## config.mk

```make
export PLATFORM = sky130hd
export DESIGN_NAME = mem_lsu
export DESIGN_NICKNAME = d
export VERILOG_FILES = /design/src/rtl/mem_lsu_pkg.sv /design/src/rtl/mem_load_fmt.sv /design/src/rtl/mem_lsu.sv
export SDC_FILE = /design/constraint.sdc
export NUM_CORES = 1
export LEC_CHECK = 0
export ABC_AREA = 1
export BUFFER_PORTS_ARGS = -buffer_cell sky130_fd_sc_hd__clkbuf_2
export CAP_MARGIN = 40
export CORE_AREA = 2 2 151 153
export CTS_BUF_LIST = sky130_fd_sc_hd__clkbuf_2 sky130_fd_sc_hd__clkbuf_4 sky130_fd_sc_hd__clkbuf_8
export CTS_CLUSTER_DIAMETER = 80
export DETAILED_ROUTE_END_ITERATION = 8
export DIE_AREA = 0 0 153 155
export GPL_ROUTABILITY_DRIVEN = 0
export PLACE_DENSITY = 0.72
export RECOVER_POWER = 100
export SLEW_MARGIN = 20
export SYNTH_ARGS = -nofsm -noshare
export SYNTH_HDL_FRONTEND = slang
export SYNTH_SLANG_ARGS = --single-unit
```

## constraint.sdc

```tcl
create_clock -name clk -period 2.4 [get_ports clk]
set_clock_uncertainty 0.15 [all_clocks]
set_input_delay 0.36 -clock clk [delete_from_list [all_inputs] [get_ports clk]]
set_output_delay 0.36 -clock clk [all_outputs]
set_load 0.01 [all_outputs]
```

## src/rtl/mem_lsu_pkg.sv

```systemverilog
// Shared opcodes, widths and decode helpers for the tinyMIPS MEM-stage load/store unit.
package mem_lsu_pkg;

  localparam int unsigned RegW     = 32;
  localparam int unsigned RegAddrW = 5;

  localparam logic [RegW-1:0] ZeroWord     = '0;
  localparam logic            WriteEnable  = 1'b1;
  localparam logic            WriteDisable = 1'b0;
  localparam logic            ChipEnable   = 1'b1;
  localparam logic            ChipDisable  = 1'b0;

  localparam logic [7:0] EXE_LB_OP  = 8'b1110_0000;
  localparam logic [7:0] EXE_LBU_OP = 8'b1110_0100;
  localparam logic [7:0] EXE_LH_OP  = 8'b1110_0001;
  localparam logic [7:0] EXE_LHU_OP = 8'b1110_0101;
  localparam logic [7:0] EXE_LW_OP  = 8'b1110_0011;
  localparam logic [7:0] EXE_SB_OP  = 8'b1110_1000;
  localparam logic [7:0] EXE_SH_OP  = 8'b1110_1001;
  localparam logic [7:0] EXE_SW_OP  = 8'b1110_1011;
  localparam logic [7:0] EXE_LL_OP  = 8'b1111_0000;
  localparam logic [7:0] EXE_SC_OP  = 8'b1111_1000;

  typedef enum logic [1:0] {
    StIdle,
    StBus,
    StDone
  } lsu_state_e;

  function automatic logic is_load(input logic [7:0] op);
    case (op)
      EXE_LB_OP, EXE_LBU_OP, EXE_LH_OP, EXE_LHU_OP, EXE_LW_OP, EXE_LL_OP: is_load = 1'b1;
      default: is_load = 1'b0;
    endcase
  endfunction

  function automatic logic is_store(input logic [7:0] op);
    case (op)
      EXE_SB_OP, EXE_SH_OP, EXE_SW_OP, EXE_SC_OP: is_store = 1'b1;
      default: is_store = 1'b0;
    endcase
  endfunction

  function automatic logic is_byte(input logic [7:0] op);
    is_byte = (op == EXE_LB_OP) || (op == EXE_LBU_OP) || (op == EXE_SB_OP);
  endfunction

  function automatic logic is_half(input logic [7:0] op);
    is_half = (op == EXE_LH_OP) || (op == EXE_LHU_OP) || (op == EXE_SH_OP);
  endfunction

  function automatic logic misaligned(input logic [7:0] op, input logic [1:0] addr_lo);
    if (is_byte(op)) begin
      misaligned = 1'b0;
    end else if (is_half(op)) begin
      misaligned = addr_lo[0];
    end else begin
      misaligned = (addr_lo != 2'b00);
    end
  endfunction

endpackage

```

## src/rtl/mem_load_fmt.sv

```systemverilog
// Extracts and extends the addressed byte/halfword (big-endian lanes) from a latched bus word.
module mem_load_fmt
  import mem_lsu_pkg::*;
(
  input  logic [7:0]      i_aluop,
  input  logic [1:0]      i_addr_lo,
  input  logic [RegW-1:0] i_word,
  output logic [RegW-1:0] o_result
);

  logic [7:0]  w_byte;
  logic [15:0] w_half;

  always_comb begin
    w_byte = i_word[31:24];
    case (i_addr_lo)
      2'd0:    w_byte = i_word[31:24];
      2'd1:    w_byte = i_word[23:16];
      2'd2:    w_byte = i_word[15:8];
      default: w_byte = i_word[7:0];
    endcase
    w_half = i_addr_lo[1] ? i_word[15:0] : i_word[31:16];
  end

  always_comb begin
    o_result = i_word;
    case (i_aluop)
      EXE_LB_OP:  o_result = {{24{w_byte[7]}}, w_byte};
      EXE_LBU_OP: o_result = {24'h0, w_byte};
      EXE_LH_OP:  o_result = {{16{w_half[15]}}, w_half};
      EXE_LHU_OP: o_result = {16'h0, w_half};
      default:    o_result = i_word;
    endcase
  end

endmodule

```

## src/rtl/mem_lsu.sv

```systemverilog
// MEM-stage load/store unit: passes ALU results through, runs one Wishbone-style access per
// memory op with pipeline stall, alignment/bus-error detection and the LL/SC link bit.
module mem_lsu
  import mem_lsu_pkg::*;
#(
  parameter int unsigned ADDR_W  = 32,
  parameter int unsigned TIMEOUT = 255,
  parameter int unsigned LLSC_EN = 1
) (
  input  logic                clk,
  input  logic                rst_n,
  input  logic                valid_i,
  input  logic                flush_i,
  input  logic [RegAddrW-1:0] wd_i,
  input  logic                wreg_i,
  input  logic [RegW-1:0]     wdata_i,
  input  logic                whilo_i,
  input  logic [RegW-1:0]     hi_i,
  input  logic [RegW-1:0]     lo_i,
  input  logic [7:0]          aluop_i,
  input  logic [31:0]         mem_addr_i,
  input  logic [RegW-1:0]     reg2_i,
  output logic [RegAddrW-1:0] wd_o,
  output logic                wreg_o,
  output logic [RegW-1:0]     wdata_o,
  output logic                whilo_o,
  output logic [RegW-1:0]     hi_o,
  output logic [RegW-1:0]     lo_o,
  output logic                stall_req_o,
  output logic                bus_cyc_o,
  output logic                bus_stb_o,
  output logic                bus_we_o,
  output logic [ADDR_W-1:0]   bus_addr_o,
  output logic [3:0]          bus_sel_o,
  output logic [31:0]         bus_data_o,
  input  logic [31:0]         bus_data_i,
  input  logic                bus_ack_i,
  input  logic                bus_err_i,
  output logic                excp_align_o,
  output logic                excp_bus_o
);

  localparam int unsigned CntW = (TIMEOUT > 1) ? $clog2(TIMEOUT) : 1;

  lsu_state_e r_state, w_state_d;

  logic              r_cyc, r_we, r_abort, r_flush, r_excp_bus, r_llbit, w_llbit_d;
  logic [ADDR_W-1:0] r_addr, w_addr;
  logic [3:0]        r_sel, w_sel;
  logic [31:0]       r_data, w_sdata, r_word;
  logic [CntW-1:0]   r_cnt;
  logic [RegW-1:0]   w_load;
  logic              w_mem, w_misal, w_is_sc, w_is_ll, w_sc_fail, w_start, w_timeout, w_abort;

  assign w_mem     = valid_i && (is_load(aluop_i) || is_store(aluop_i));
  assign w_misal   = misaligned(aluop_i, mem_addr_i[1:0]);
  assign w_is_sc   = (aluop_i == EXE_SC_OP);
  assign w_is_ll   = (aluop_i == EXE_LL_OP);
  assign w_sc_fail = (LLSC_EN != 0) && w_is_sc && !r_llbit;
  assign w_start   = (r_state == StIdle) && w_mem && !flush_i && !w_misal && !w_sc_fail;
  assign w_addr    = ADDR_W'({mem_addr_i[31:2], 2'b00});
  assign w_timeout = (TIMEOUT != 0) && (r_cnt == CntW'(TIMEOUT - 1));
  // Error beats ack; ack in the final allowed cycle still counts as success.
  assign w_abort   = (r_state == StBus) && (bus_err_i || (!bus_ack_i && w_timeout));

  always_comb begin
    if (is_byte(aluop_i)) begin
      w_sel   = 4'b1000 >> mem_addr_i[1:0];
      w_sdata = {4{reg2_i[7:0]}};
    end else if (is_half(aluop_i)) begin
      w_sel   = mem_addr_i[1] ? 4'b0011 : 4'b1100;
      w_sdata = {2{reg2_i[15:0]}};
    end else begin
      w_sel   = 4'b1111;
      w_sdata = reg2_i;
    end
  end

  always_comb begin
    w_state_d = r_state;
    case (r_state)
      StIdle:  if (w_start) w_state_d = StBus;
      StBus:   if (bus_ack_i || w_abort) w_state_d = StDone;
      StDone:  w_state_d = StIdle;
      default: w_state_d = StIdle;
    endcase
  end

  always_comb begin
    w_llbit_d = r_llbit;
    if ((r_state == StBus) && bus_ack_i && !w_abort && !flush_i && !r_flush) begin
      if (w_is_ll) w_llbit_d = 1'b1;
      if (w_is_sc) w_llbit_d = 1'b0;
    end
    if (flush_i || (LLSC_EN == 0)) w_llbit_d = 1'b0;
  end

  always_ff @(posedge clk) begin
    if (!rst_n) begin
      r_state    <= StIdle;
      r_llbit    <= 1'b0;
      r_excp_bus <= 1'b0;
      r_cyc      <= 1'b0;
      r_we       <= 1'b0;
      r_addr     <= '0;
      r_sel      <= '0;
      r_data     <= '0;
      r_word     <= '0;
      r_cnt      <= '0;
      r_abort    <= 1'b0;
      r_flush    <= 1'b0;
    end else begin
      r_state    <= w_state_d;
      r_llbit    <= w_llbit_d;
      r_excp_bus <= w_abort;
      case (r_state)
        StIdle: begin
          if (w_start) begin
            r_cyc   <= 1'b1;
            r_we    <= is_store(aluop_i);
            r_addr  <= w_addr;
            r_sel   <= w_sel;
            r_data  <= w_sdata;
            r_cnt   <= '0;
            r_abort <= 1'b0;
            r_flush <= 1'b0;
          end
        end
        StBus: begin
          if (TIMEOUT != 0) r_cnt <= r_cnt + 1'b1;
          if (flush_i) r_flush <= 1'b1;
          if (w_abort) begin
            r_cyc   <= 1'b0;
            r_we    <= 1'b0;
            r_abort <= 1'b1;
          end else if (bus_ack_i) begin
            r_cyc  <= 1'b0;
            r_we   <= 1'b0;
            r_word <= bus_data_i;
          end
        end
        default: ;
      endcase
    end
  end

  mem_load_fmt u_load_fmt (
    .i_aluop   (aluop_i),
    .i_addr_lo (mem_addr_i[1:0]),
    .i_word    (r_word),
    .o_result  (w_load)
  );

  always_comb begin
    wd_o         = wd_i;
    wreg_o       = wreg_i;
    wdata_o      = wdata_i;
    whilo_o      = whilo_i;
    hi_o         = hi_i;
    lo_o         = lo_i;
    stall_req_o  = 1'b0;
    excp_align_o = 1'b0;
    case (r_state)
      StIdle: begin
        if (w_mem) begin
          if (flush_i) begin
            wreg_o = WriteDisable;
          end else if (w_misal) begin
            excp_align_o = 1'b1;
            wreg_o       = WriteDisable;
          end else if (w_sc_fail) begin
            wdata_o = ZeroWord;
          end else begin
            stall_req_o = 1'b1;
            wreg_o      = WriteDisable;
          end
        end
      end
      StBus: begin
        stall_req_o = 1'b1;
        wreg_o      = WriteDisable;
      end
      StDone: begin
        wreg_o = wreg_i && !r_abort && !r_flush && !flush_i;
        if (w_is_sc) begin
          wdata_o = 32'd1;
        end else if (is_load(aluop_i)) begin
          wdata_o = w_load;
        end
      end
      default: ;
    endcase
    // Hold every pipeline-facing output at zero while reset is asserted.
    if (!rst_n) begin
      wd_o         = '0;
      wreg_o       = 1'b0;
      wdata_o      = ZeroWord;
      whilo_o      = 1'b0;
      hi_o         = ZeroWord;
      lo_o         = ZeroWord;
      stall_req_o  = 1'b0;
      excp_align_o = 1'b0;
    end
  end

  assign bus_cyc_o  = r_cyc;
  assign bus_stb_o  = r_cyc;
  assign bus_we_o   = r_we;
  assign bus_addr_o = r_addr;
  assign bus_sel_o  = r_sel;
  assign bus_data_o = r_data;
  assign excp_bus_o = r_excp_bus;

endmodule

```

# Word level (Yosys, flattened, before mapping)
# Index checks and enable logic that the tools add are counted.
[totals] ff_bits=114 elab_cells=143 out_inout_bits=177
[op_classes] n_bitwise=2 n_reduce_logical=46 n_mux=61 n_shift=1 eq_ne=20 n_addsub=1
[op_table] operator="$mux W32" n=11
[op_table] operator="$pmux W32 S4" n=1
[op_table] operator="$eq A8 B8 Y1 const B" n=11
[op_table] operator="$pmux W32 S2" n=1
[op_table] operator="$mux W1" n=31
[op_table] operator="$pmux W8 S3" n=1
[op_table] operator="$mux W16" n=1
[op_table] operator="$pmux W8 S2" n=1
[op_table] operator="$logic_and A1 B1 Y1" n=15
[op_table] operator="$mux W4" n=3
[op_table] operator="$reduce_and A3 Y1" n=4
[op_table] operator="$pmux W1 S2" n=5
[op_table] operator="$add A8 B1 Y8 const B" n=1
[op_table] operator="$logic_not A1 Y1" n=8
[op_table] operator="$mux W8" n=1
[op_table] operator="$reduce_and A2 Y1" n=4
[op_table] operator="$logic_or A1 B1 Y1" n=7
[op_table] operator="$ne A2 B2 Y1 const B" n=3
[op_table] operator="$reduce_bool A2 Y1" n=3
[op_table] operator="$reduce_or A6 Y1" n=1
[op_table] operator="$mux W5" n=1
[op_table] operator="$eq A2 B1 Y1 const B" n=2
[op_table] operator="$eq A2 B2 Y1 const B" n=2
[op_table] operator="$logic_not A2 Y1" n=2
[op_table] operator="9 further kinds" n=11

# Depth between registers and ports, before layout
# Gate-level depths: netlist of the first run.
[logic_depth] ltp_word=11 mapped_depth=14 depth_no_buf=14

# Hierarchy
# A second synthesis of the first run with hierarchy kept.
[unflattened] cells_unflattened=1188 hier_area_um2=7334.5
[modules_own_cells] module="mem_lsu" cells_per_inst=982 instances=1 area_per_inst_um2=6314.8
[modules_own_cells] module="mem_load_fmt" cells_per_inst=206 instances=1 area_per_inst_um2=1019.7

# Worst setup path after synthesis of the first run
# No wires, ideal clock.
[synth_timing] kind="input to output" start="input mem_addr_i[0]" end="output wdata_o[16]" t_required_ps=1890 cell_stages=10 setup_slack_ps=173 arrival_ps=1717 cell_sequence="buf_2 > inv_1 > o211ai_1 > nand3b_1 > nand3_1 > buf_2 > o21ai_0 > nand2_1 > a21oi_1 > nor2_1"
[synth_between] elab_chain_len=8 elab_cells_between_ends=15 classes_between="2 x eq/ne; 11 x mux; 2 x reduce/logical"
[synth_rtl] item="from (decl)" line_no="mem_lsu.sv:21" text="input logic [31:0] mem_addr_i,"
[synth_rtl] item="branches (longest 6 deep; another with $pmux W32 S4)"
[synth_rtl] item="$pmux W32 S2 *" line_no="mem_lsu.sv:163" text="case (r_state)"
[synth_rtl] item="$mux W32 *" line_no="mem_lsu.sv:194" text="if (!rst_n) begin"
[synth_rtl] item="to (decl)" line_no="mem_lsu.sv:25" text="output logic [RegW-1:0] wdata_o,"
# Mark *: on every way between the ends.

# Worst setup path in the final report of the first run
[layout_timing] start="input aluop_i[4]" end="output wdata_o[30]"
[layout_between] elab_chain_len=10 elab_cells_between_ends=34 classes_between="10 x eq/ne; 15 x mux; 9 x reduce/logical"
[layout_rtl] item="from (decl)" line_no="mem_lsu.sv:20" text="input logic [7:0] aluop_i,"
[layout_rtl] item="branches (longest 8 deep; another with $mux W32)"
[layout_rtl] item="$pmux W32 S2 *" line_no="mem_lsu.sv:163"
[layout_rtl] item="$mux W32 *" line_no="mem_lsu.sv:194"
# Mark *: on every way between the ends. The select of a mux whose other input is x is not followed.

==> impl_metrics.ini, run 1 <==
[timing]
maxClockFrequency_ghz = 0.372
drv_slew = 0
worstMarginPinSlew_ns = 0.743
grt_setup_unrepaired = true
slew_headroom_pct = 50.3
period_share_pct = 112
timing.final.crit_period_ns = 2.69
setup_ws_ns = -0.290
hold_viol_final = 0
setup_tns_ns = -7.21
finalSetupViolCount = 38

[synthesis]
async_flop_share_pct = 0
synth_flop_cell = dfxtp_1
ys_top_cells_by_count = nand2_1 (271), inv_1 (162), nor2_1 (159), o21ai_0 (158), a21oi_1 (130)
syn_inst = 1201
synth-edff-count = 0
synth_top_area_share_pct = 31.8
yosysSeqAreaShare_pct = 31.8
synth_area_leaders = dfxtp_1 (32%), nand2_1 (14%), o21ai_0 (11%)
synth.most_common_cell = nand2_1
ys_seq_elements = 114
synth.lib_cells_used.distinct = 42
synth_top_area_cell = dfxtp_1
synthesis.area_sq_um = 7170
yosys_warnings = 0
avgSynthCellArea_sq_um = 5.97

[critical_path]
cp.buffers_inverters = 5
crit_cells = 16
cp_max_fo = 6
crit_arrival_ns = 2.18
cp_top_family = simple AND/OR/NAND/NOR gates
reg2reg_depth = 6
setup.worst_path.start_class = input pin
worst_path_largest_cell_delay_ns = 0.27
crit_path_end_kind = output pin
cp_slowest_cell = nor2_4
crit_chain = buf_6 > inv_2 > nand2_2 > nor2_4 > buf_6 > nand2_1 > nand2_4 > nand2_2 > nand2_2 > nand3_4 > nor2_4 > buf_6 > nand2_8 > nand2_1 > a21oi_2 > buf_2
critical_path_class = in2out
required_ns = 1.89

[route]
avgRoutedWirePerCell_um = 16.2
drt_wl_total_um = 32000
drtPass1Iterations = 5
drcViolationCount = 0
vias = 9833
initialDrtViolationCount = 712
drtAntennaViolNets = 0
vias_per_cell = 4.97

[floorplan]
die_height_um = 155
die_area_sq_um = 23700
core_sq_um = 22200
num_rows = 55
die_w_um = 153
start_util_pct = 32.3
pin_count = 390

[grt]
grt_pass1_wl_um = 49000
gr-usage-all-layers_pct = 25.7
grt_max_degree = 96
overflow = 0
antenna_found_initial = 3
grt_pass1_vias = 9482

[power_and_ir_drop]
power_leakage_nw = 5.76
internal_power_mw = 3.12
swShare_pct = 31.2
pwr-share-clk_pct = 39.8
combPwrFrac_pct = 18.4
p_sw_mw = 1.41
seq_power_share_pct = 41.8
power_density_nw_per_um2 = 408
peakVddDrop_uv = 426

[layout]
synthToLayoutAreaGrowth_pct = 55.1
drive_above_1_share_pct = 29.3
nets = 1894
utilization_pct = 50.1

[clocking]
cts_max_level = 4
clkTransAtPathRegs_ns = 0.09
cts_tree = built
clockBufferDepth = 2
clock-sinks = 114
clk-insertion-delay-late_ns = 0.44
cts-root-buf = clkbuf_8
cts_buffers = 17

[run_status]
violations = negative setup slack
outcome = finished, violations left

[worst_hold_path]
hold_path.class = in2reg
holdPathStages = 3

[job]
drv_cap = 0

[place]
port-buffer-count = 387
place_hpwl_um = 23800
## routing by layer
metal  share of wire [%]  track usage, %  vias to the layer above
li1                    -               -                     4797
met4                 4.0            12.5                        0
met2                  47            43.0                      492
met3                 8.3            6.43                       74
met1                  40            31.0                     4470
met5                   0               0                        -
## sequential cells by signal, summed over array words and instances, names as in the netlist
name	count
bus_addr_o	30
bus_cyc_o	1
bus_data_o	32
bus_sel_o	4
bus_we_o	1
excp_bus_o	1
r_abort	1
r_cnt	8
r_flush	1
r_llbit	1
r_state	2
r_word	32
## worst paths after layout
check	from	to	slack, ns
max	aluop_i[4]	wdata_o[30]	-0.29
min	reg2_i[6]	bus_data_o[6]	0.05
max reg2reg	r_state[0]	r_word[31]	-0.14
min reg2reg	bus_we_o	bus_we_o	0.33
## worst min-delay path, delay by kind of cell
kind	cells	cell delay, ns
simple gates	2	0.14
buf+inv	1	0.11
## power by group through the flow
| stage | registers [mW] | logic [mW] | clock network, mW |
|---|---|---|---|
| global placement | 1.94 | 0.736 | 0 |
| floorplan | 1.94 | 0.331 | 0 |
| detailed placement | 1.94 | 0.740 | 0 |
| CTS | 1.90 | 0.818 | 1.85 |
| global route | 1.90 | 0.912 | 1.93 |
| finish | 1.90 | 0.833 | 1.81 |
## kinds of logic after synthesis
logic type	count (synthesis)	share of synthesized area [%]
XOR/XNOR	1	0.122
adder cells (fa/ha/maj)	2	0.349
buffers and inverters	242	13.6
other	1	0.0523
AO/OA/AOI/OAI	331	25.0
flip-flops	114	31.8
AND/OR/NAND/NOR	510	29.1
## placed cells by master, fill, tap and decap left out, types with 10 or more instances in the layout
cell type	synthesis	routed
o211a_1	11	11
a21oi_1	130	113
dlygate4sd3_1	0	30
clkbuf_8	0	17
nand3_2	1	10
nor2_1	159	150
nor2_4	4	10
a21oi_2	0	12
o211ai_1	10	10
o21ai_0	158	145
inv_1	162	157
nand3_1	46	35
buf_6	2	17
buf_2	20	18
nand2_1	271	261
buf_4	6	92
clkbuf_1	44	130
clkbuf_2	1	233
dfxtp_1	114	112
## timing repair
item,4_1_cts,5_1_grt
endpoints found under the setup margin,35,35
setup buffers,16,5
endpoints found under the hold margin,30,0
gates resized for setup,87,70
hold buffers,30,0
gates cloned,3,2
pin swaps,31,24
## final cells by class
type,instances,area (sq um)
multi-input combinational,847,4300
timing repair buffer,532,3160
clock buffer,17,234
antenna,3,7.51
clock inverter,15,150
sequential,114,2290
fill,2207,11100
inverter,167,634
tap,285,357
## metrics by stage
| step | instance area, sq um | hold WS (ns) | instances | power, mW | setup slack [ns] |
|---|---|---|---|---|---|
| floorplan | 7180 | 0.284 | 1202 | 2.27 | 0.173 |
| global placement | 9930 | 0.306 | 1892 | 2.68 | -0.279 |
| detailed placement | 9930 | 0.316 | 1892 | 2.68 | -0.293 |
| CTS | 11100 | 0.00811 | 1971 | 4.57 | -0.245 |
| global route | 11100 | 0.0255 | 1980 | 4.74 | -0.393 |
| finish | 11100 | 0.0509 | 1980 | 4.53 | -0.290 |
Power figures use the tool's default switching activity.
==> run 2, diff against run 1 <==
--- a/config.mk
+++ b/config.mk
@@ -8,15 +8,16 @@
 export ABC_AREA = 1
 export BUFFER_PORTS_ARGS = -buffer_cell sky130_fd_sc_hd__clkbuf_2
 export CAP_MARGIN = 40
-export CORE_AREA = 2 2 151 153
+export CORE_AREA = 2 2 153 155
 export CTS_BUF_LIST = sky130_fd_sc_hd__clkbuf_2 sky130_fd_sc_hd__clkbuf_4 sky130_fd_sc_hd__clkbuf_8
 export CTS_CLUSTER_DIAMETER = 80
 export DETAILED_ROUTE_END_ITERATION = 8
-export DIE_AREA = 0 0 153 155
+export DIE_AREA = 0 0 155 157
 export GPL_ROUTABILITY_DRIVEN = 0
 export PLACE_DENSITY = 0.72
 export RECOVER_POWER = 100
 export SLEW_MARGIN = 20
 export SYNTH_ARGS = -nofsm -noshare
 export SYNTH_HDL_FRONTEND = slang
+export SYNTH_HIERARCHICAL = 1
 export SYNTH_SLANG_ARGS = --single-unit
==> impl_metrics.ini, run 2 <==
[power_and_ir_drop]
total_power_mw = 4.63
power_leakage_nw = 6.11
peakVddDrop_uv = 375
power_density_nw_per_um2 = 399

[synthesis]
synth_fa_ha_area_share_pct = 0.341
synth.lib_cells_used.distinct = 44
syn_inst = 1188
yosysSeqAreaShare_pct = 31.1
ys_top_cells_by_count = nand2_1 (242), o21ai_0 (157), inv_1 (144), nor2_1 (134), dfxtp_1 (114)
synth-edff-count = 0
synth_top_area_cell = dfxtp_1
synth_top_area_share_pct = 31.1
async_flop_share_pct = 0
synthesis.area_sq_um = 7330
ys_seq_elements = 114
synth.area.mux_share_pct = 0
synth.most_common_cell = nand2_1
synth_flop_cell = dfxtp_1
synth_xor_area_share_pct = 0
synth_simple_gate_area_share_pct = 30.4
synth_top_family_by_area = simple AND/OR/NAND/NOR gates
synth_compound_area_share_pct = 24.5
avgSynthCellArea_sq_um = 6.17
synth_area_leaders = dfxtp_1 (31%), nand2_1 (12%), o21ai_0 (11%)
yosys_warnings = 6

[floorplan]
pin_count = 390
die_area_sq_um = 24300
num_rows = 55
die_height_um = 157
die_w_um = 155
start_util_pct = 32.6
core_sq_um = 22500

[clocking]
clkTransAtPathRegs_ns = 0.09
cts_tree = built
clk-insertion-delay-late_ns = 0.44
cts-root-buf = clkbuf_8
clock-sinks = 114
cts_max_level = 4
cts_buffers = 17
clockBufferDepth = 2

[layout]
stdcell_area_sq_um = 11600
synthToLayoutAreaGrowth_pct = 58.5
mostFrequentLayoutCell = nand2_1
stdcell_count = 1976
nets = 1892
drive_above_1_share_pct = 33.7
final_cell_mix = nand2_1 (220), clkbuf_2 (212), inv_1 (145)
nFillCells = 2192

[route]
drt_wl_total_um = 32400
vias_per_cell = 5.06
vias = 10000
drtPass1Iterations = 5
avgRoutedWirePerCell_um = 16.4
drtAntennaViolNets = 0
initialDrtViolationCount = 738
drcViolationCount = 0

[run_status]
violations = negative setup slack
outcome = finished, violations left

[timing]
period_share_pct = 111
grt_setup_unrepaired = true
setup_ws_ns = -0.268
worstMarginPinSlew_ns = 0.820
drv_slew = 0
slew_headroom_pct = 45.3
finalSetupViolCount = 35
hold_viol_final = 0
timing.final.crit_period_ns = 2.67
maxClockFrequency_ghz = 0.375

[worst_hold_path]
holdPathStages = 3
hold_path.class = in2reg
holdCritStartpoint = reg2_i[5]
hold_end = bus_data_o[5]

[critical_path]
crit_path_end_kind = output pin
crit_arrival_ns = 2.16
required_ns = 1.89
cp_max_fo = 6
critical_path_class = in2out
rrSetupSlack_ns = 0.04
timing.rr.end = r_word[15]
r2r-start = r_state[0]
reg2reg_depth = 6
setup.worst_path.start_class = input pin

[grt]
antenna_found_initial = 2
gr-usage-all-layers_pct = 24.9
grt_max_degree = 126
overflow = 0
grt_pass1_wl_um = 48500
grt_pass1_vias = 9630

[place]
placed_cells = 1873
place_area_sq_um = 10000
port-buffer-count = 387
place_hpwl_um = 22900

[job]
drv_cap = 0
run 2: cells by family (layout without fill, tap and decap cells):
group                    Yosys count  after routing
flip-flops                       114            114
buffers and inverters            232            732
adder cells (fa/ha/maj)            2              2
other                              1              3
AO/OA/AOI/OAI                    331            331
AND/OR/NAND/NOR                  508            509
run 2: worst max-delay path: stages:
cell,delay [ns]
clkbuf_2,0.12
inv_1,0.08
nand2_2,0.07
nor2_4,0.19
nand2_2,0.09
nand2_2,0.11
nor2_4,0.06
buf_12,0.12
buf_8,0.11
a21oi_4,0.22
buf_6,0.15
buf_16,0.12
o21ai_2,0.07
a21oi_2,0.13
buf_2,0.15
run 2: layout make-up:
type                            instances  area (sq um)  area share [%]
Sequential cell                       114          2300            19.8
Tap cell                              285           357            3.07
Antenna cell                            1          2.50          0.0215
Timing Repair Buffer                  547          3390            29.1
Clock inverter                         13           150            1.29
Multi-Input combinational cell        844          4600            39.6
Inverter                              153           574            4.94
Clock buffer                           19           262            2.25
run 2: worst max path at each step:
stage	cells after the start	start	endpoint
finish	15	aluop_i[4]	wdata_o[23]
global route	15	aluop_i[4]	wdata_o[1]
CTS	11	r_word[15]	wdata_o[11]
detailed placement	13	aluop_i[6]	wdata_o[2]
global placement	11	mem_addr_i[1]	wdata_o[31]
floorplan	9	aluop_i[6]	wdata_o[12]
run 2: per-layer routing:
layer | up-vias | GRT usage, % | routed length (um)
met1 | 4483 | 29.6 | 12600
met3 | 109 | 8.07 | 3110
met4 | 2 | 11.7 | 1310
met5 | - | 0 | 13
li1 | 4836 | - | -
met2 | 572 | 40.8 | 15400
run 2: where the power goes:
group	switching, mW	total, mW	internal, mW
clock	0.919	1.91	0.993
sequential	0.00293	1.90	1.89
combinational	0.453	0.828	0.375
total	1.37	4.63	3.26
run 2: timing repair:
action / 4_1_cts / 5_1_grt
hold buffers: 28 / 0
hold endpoints to repair: 28 / 0
pin swaps: 33 / 62
resized for setup: 115 / 169
cloned: 7 / 1
setup endpoints to repair: 34 / 42
buffers inserted: 28 / 10
run 2: per-stage QoR:
step	setup WS [ns]	setup TNS [ns]	utilization, %	hold slack [ns]
global route	-0.357	-15.04	51.7	0.0244
detailed placement	-0.220	-10.51	44.5	0.310
CTS	-0.187	-4.84	50.7	0.00751
finish	-0.268	-6.72	51.7	0.0319
floorplan	0.261	0	-	0.287
global placement	-0.197	-9.18	44.5	0.302
